**src/rtl/rtc_pkg.sv**
```systemverilog
// Shared constants, time record and hour-encoding helpers for the RTC core.
// Hours are stored canonically as 0..23; the helpers convert to and from the display encoding.
package rtc_pkg;

  localparam logic [5:0] SEC_MAX  = 6'd59;
  localparam logic [5:0] MIN_MAX  = 6'd59;
  localparam logic [4:0] HR24_MAX = 5'd23;
  localparam logic [4:0] HR12_MAX = 5'd12;

  typedef struct packed {
    logic [4:0] hour;
    logic [5:0] min;
    logic [5:0] sec;
  } rtc_time_t;

  // Returns {valid, canonical_hour}; 12 AM maps to 0 and 12 PM to 12.
  function automatic logic [5:0] to_canon_hour(input logic [4:0] h, input logic pm,
                                               input logic mode_24h);
    logic       ok;
    logic [4:0] hc;
    if (mode_24h) begin
      ok = (h <= HR24_MAX);
      hc = h;
    end else begin
      ok = (h != 5'd0) && (h <= HR12_MAX);
      if (h == HR12_MAX) hc = pm ? HR12_MAX : 5'd0;
      else               hc = pm ? h + HR12_MAX : h;
    end
    return {ok, hc};
  endfunction

  // Returns {display_hour, pm}.
  function automatic logic [5:0] to_disp_hour(input logic [4:0] h, input logic mode_24h);
    logic [4:0] m;
    if (mode_24h) return {h, 1'b0};
    m = (h >= HR12_MAX) ? h - HR12_MAX : h;
    if (m == 5'd0) m = HR12_MAX;
    return {m, (h >= HR12_MAX)};
  endfunction

endpackage

```
**src/rtl/rtc_clock_core_prescaler.sv**
```systemverilog
// Second prescaler: counts 0..TICK_DIV-1 while enabled, ticks on the last count.
module rtc_prescaler #(
  parameter int TICK_DIV = 1
) (
  input  logic clk,
  input  logic rst,
  input  logic en,
  input  logic clr,
  output logic tick
);
  localparam int DIV_W = $clog2(TICK_DIV + 1);
  localparam logic [DIV_W-1:0] LAST = DIV_W'(TICK_DIV - 1);

  logic [DIV_W-1:0] cnt;

  assign tick = en && (cnt == LAST);

  always_ff @(posedge clk) begin
    if (rst || clr)  cnt <= '0;
    else if (tick)   cnt <= '0;
    else if (en)     cnt <= cnt + 1'b1;
  end
endmodule

```
**src/rtl/rtc_clock_core.sv**
```systemverilog
// Real-time clock core: canonical 24h time, runtime 12h/24h display,
// validated time set and an armable alarm with a sticky pending flag.
module rtc_clock_core
  import rtc_pkg::*;
#(
  parameter int TICK_DIV = 1,
  parameter bit ALARM_EN = 1'b1
) (
  input  logic       clk,
  input  logic       rst,
  input  logic       en,
  input  logic       mode_24h,
  input  logic       set_valid,
  input  logic [4:0] set_hours,
  input  logic [5:0] set_minutes,
  input  logic [5:0] set_seconds,
  input  logic       set_pm,
  output logic       set_err,
  input  logic       alarm_wr,
  input  logic [4:0] alarm_hours,
  input  logic [5:0] alarm_minutes,
  input  logic       alarm_pm,
  input  logic       alarm_arm,
  input  logic       alarm_ack,
  output logic [4:0] hours,
  output logic [5:0] minutes,
  output logic [5:0] seconds,
  output logic       pm,
  output logic       sec_tick,
  output logic       alarm_fire,
  output logic       alarm_pending
);
  rtc_time_t  cur, nxt;
  logic       tick, adv;
  logic [5:0] set_hc;
  logic       set_ok, set_bad, alm_bad;

  rtc_prescaler #(.TICK_DIV(TICK_DIV)) u_presc (
    .clk (clk),
    .rst (rst),
    .en  (en),
    .clr (set_ok),
    .tick(tick)
  );

  always_comb begin
    set_hc  = to_canon_hour(set_hours, set_pm, mode_24h);
    set_ok  = set_valid && set_hc[5] && (set_minutes <= MIN_MAX) && (set_seconds <= SEC_MAX);
    set_bad = set_valid && !set_ok;
    // A valid set in the same cycle swallows the tick.
    adv     = tick && !set_ok;
  end

  always_comb begin
    nxt = cur;
    if (cur.sec == SEC_MAX) begin
      nxt.sec = '0;
      if (cur.min == MIN_MAX) begin
        nxt.min  = '0;
        nxt.hour = (cur.hour == HR24_MAX) ? 5'd0 : cur.hour + 5'd1;
      end else begin
        nxt.min = cur.min + 6'd1;
      end
    end else begin
      nxt.sec = cur.sec + 6'd1;
    end
  end

  always_ff @(posedge clk) begin
    if (rst) begin
      cur      <= '0;
      sec_tick <= 1'b0;
      set_err  <= 1'b0;
    end else begin
      if (set_ok)   cur <= '{hour: set_hc[4:0], min: set_minutes, sec: set_seconds};
      else if (adv) cur <= nxt;
      sec_tick <= adv;
      set_err  <= set_bad || alm_bad;
    end
  end

  assign {hours, pm} = to_disp_hour(cur.hour, mode_24h);
  assign minutes     = cur.min;
  assign seconds     = cur.sec;

  if (ALARM_EN) begin : g_alarm
    logic [4:0] alm_h;
    logic [5:0] alm_m;
    logic [5:0] alm_hc;
    logic       alm_ok, match;

    always_comb begin
      alm_hc  = to_canon_hour(alarm_hours, alarm_pm, mode_24h);
      alm_ok  = alarm_wr && alm_hc[5] && (alarm_minutes <= MIN_MAX);
      alm_bad = alarm_wr && !alm_ok;
      match   = adv && alarm_arm && (nxt.hour == alm_h) && (nxt.min == alm_m) && (nxt.sec == 6'd0);
    end

    always_ff @(posedge clk) begin
      if (rst) begin
        alm_h         <= '0;
        alm_m         <= '0;
        alarm_fire    <= 1'b0;
        alarm_pending <= 1'b0;
      end else begin
        if (alm_ok) begin
          alm_h <= alm_hc[4:0];
          alm_m <= alarm_minutes;
        end
        alarm_fire <= match;
        // An ack overlapping a fire (match cycle or pulse cycle) loses to it.
        alarm_pending <= match || alarm_fire || (alarm_pending && !alarm_ack);
      end
    end
  end else begin : g_no_alarm
    assign alm_bad       = 1'b0;
    assign alarm_fire    = 1'b0;
    assign alarm_pending = 1'b0;
  end
endmodule

```
**config.mk**
```make
export PLATFORM = sky130hd
export DESIGN_NAME = rtc_clock_core
export DESIGN_NICKNAME = d
export VERILOG_FILES = /design/src/rtl/rtc_pkg.sv /design/src/rtl/rtc_clock_core_prescaler.sv /design/src/rtl/rtc_clock_core.sv
export SDC_FILE = /design/constraint.sdc
export NUM_CORES = 1
export LEC_CHECK = 0
export BUFFER_PORTS_ARGS = -buffer_cell sky130_fd_sc_hd__buf_2
export CAP_MARGIN = 15
export CORE_MARGIN = 2
export CORE_UTILIZATION = 60
export DETAILED_ROUTE_END_ITERATION = 7
export PLACE_DENSITY = 0.87
export SYNTH_ARGS = -nofsm -noshare
export SYNTH_HDL_FRONTEND = slang
export SYNTH_SLANG_ARGS = --single-unit
```
**constraint.sdc**
```tcl
create_clock -name clk -period 5.75 [get_ports clk]
set_input_delay 0.8625 -clock clk [delete_from_list [all_inputs] [get_ports clk]]
set_output_delay 0.8625 -clock clk [all_outputs]
set_load 0.03 [all_outputs]
```
==> key figures <==
Status
  • Status: complete, no violations

Layout
  • Final Instance Count excl. Fillers: 450
  • Final Util: 0.688
  • Final nets: 450
  • Share of layout cells above drive strength 1: 0.204
  • Most frequent cells in the layout: buf_2, nor2_1, nand2_1
  • N_diodes: 0
  • Fill count: 376
  • Most common cell after layout, fill and taps aside: buf_2
  • Synth-to-Final Area Change: 8.78%

Drt
  • Drt first pass iters: 4
  • Final WL: 6890 um
  • Routed len/inst: 15.3 um
  • Routed Antenna Nets: 0
  • Number of DRC markers in iteration 0: 303
  • Vias: 2,773
  • Post-route DRC violation count: 0
  • DR vias/cell: 6.16

Die
  • Initial Utilization: 0.632
  • Die area: 5240 um2
  • Io pins: 60
  • Die width: 72.4 um
  • Core Footprint: 4440 um2
  • FP Rows: 24
  • Die height: 72.4 um

Pwr
  • Maximum VDD drop: 0.152 mV
  • Total power: 0.691 mW
  • Leak: 1.27 nW
  • PD cells: 226 nW/um2

Critical path
  • Crit Path Class: reg2out
  • Kind of start point of the critical path: flip-flop
  • Worst EP arrival: 2380 ps
  • Worst Path Required: 4890 ps
  • Worst Path Max Fanout: 8
  • Crit. End Element: output port

GRT
  • Pin count of the biggest net entering global routing: 37
  • GRT Util Overall: 0.266
  • Global-route wire length before repair: 11,300 um
  • Total grt overflow: 0
  • Met2 usage: 0.420
  • Number of global-route vias before repair: 2,393
  • GR peak layer: met2
  • Global-route track usage on met3: 0.0431
  • Initial antenna violation count: 0
  • GRT met1 Usage: 0.382

Timing
  • Period minus WS final: 3240 ps
  • # setup viols final: 0
  • F_max: 309 MHz
  • Setup TNS: 0 ps
  • Worst-Margin Slew: 1090 ps
  • RSZ-0062 raised after global routing: false
  • Normalized max-slew margin: 0.270
  • Max-slew violation count: 0
  • Hold Fails Final Rpt: 0
  • Layout Skew: 3.55 ps
  • Final Cycle Share: 0.563

Placed design
  • Placed insts: 441
  • Port bufs: 59
  • Gpl congestion: 0.874
  • Hpwl dp: 5110 um

Synthesis
  • Post-synthesis cell type count: 60
  • Seq/Total Area, Yosys: 0.235
  • #FFs+latches synth: 33
  • Number of enable flip-flop cells after synthesis: 0
  • Top post-synthesis cells by area: dfxtp_1, ha_1, nor2_1
  • Yosys top cell area share: 0.235
  • Most area-hungry cell type in the Yosys netlist: dfxtp_1
  • Post-Syn Instances: 366
  • Mapped cell area: 2810 um2
  • Mean post-synth cell area: 7.67 um2
  • Syn nets: 419
  • Most common flop cell mapped by yosys: dfxtp_1
  • Syn. warnings: 0
  • Async SR Flop Fraction: 0

Clocking
  • Clock sink count: 33
  • CTS H-tree lvls: 2
  • CTS clk-pin slew, worst paths: 70 ps
  • Clk Latency, worst-skew pair: 280 ps
  • CTS resizes: 0
  • Clock root cell: clkbuf_8
  • CTS Buf Count: 5
  • TritonCTS clock tree: yes
  • Setup Buffers After CTS: 0
  • Post-CTS Hold Buffers: 0
  • CTS max path bufs: 2

Worst hold path
  • Hold WC Path Type: reg2reg

Job
  • Max-cap viol count: 0
## area by class of cell
| cell class | instances | area, um2 | area share |
|---|---|---|---|
| Clock inverter | 1 | 30.0 | 0.00983 |
| Timing Repair Buffer | 60 | 307 | 0.100 |
| Tap cell | 52 | 65.1 | 0.0213 |
| Clock buffer | 7 | 86.3 | 0.0283 |
| Sequential cell | 33 | 661 | 0.216 |
| Multi-Input combinational cell | 286 | 1870 | 0.611 |
| Inverter | 11 | 41.3 | 0.0135 |
## where the power goes
part | internal (mW) | switching, mW
clock | 0.141 | 0.0850
combinational | 0.0722 | 0.109
sequential | 0.246 | 0.0374
## synth_stat cells, types with 7 or more instances
master / n
nand3_1: 10
o21ai_0: 13
ha_1: 15
nor3_1: 12
nor2_1: 42
clkbuf_1: 13
nand2_1: 36
xnor2_1: 7
inv_1: 11
dfxtp_1: 33
a311oi_1: 13
a211oi_1: 16
buf_4: 15
a21oi_1: 27
mux2i_1: 12
## worst max-delay path, stage by stage, from the launching register on
cell      delay, ps
dfxtp_1         510
inv_1            80
ha_1            210
a221oi_1        450
mux2i_1         130
or3_1           360
and2_1          190
buf_2           170
## worst paths after layout
check | from | endpoint | slack, ps | cells past startpoint
max | cur[12] | hours[1] | 2510 | 7
min | u_presc.cnt | u_presc.cnt | 500 | 1
max reg2reg | minutes[0] | alarm_pending | 2980 | 8
min reg2reg | u_presc.cnt | u_presc.cnt | 500 | 1
## layer usage
metal  share of wire  routed length, um
met2            0.45               3130
met3           0.072                498
met5               0                  0
met4           0.012                 83
met1            0.46               3180
## through the flow
step	hold WS, ps	area (um2)	worst slack [ps]
CTS	500	3040	2520
detailed placement	487	2930	2700
floorplan	467	2810	2690
finish	497	3060	2510
global placement	480	2930	2810
global route	527	3060	2370
## kinds of logic after synthesis
kind of cell / Yosys count / share of synthesized area
compound gates: 97 / 0.241
xor+xnor: 13 / 0.0405
fa+ha+maj: 15 / 0.0668
buf+inv: 47 / 0.101
flops: 33 / 0.235
mux: 12 / 0.0428
simple gates: 149 / 0.273
## state kept, by name, indices dropped and copies added (netlist names)
name,count
minutes,6
seconds,6
u_presc.cnt,1
cur,5
sec_tick,1
alarm_pending,1
g_alarm.alm_m,6
set_err,1
g_alarm.alm_h,5
alarm_fire,1
No activity file was read; power rests on OpenSTA's default activity.
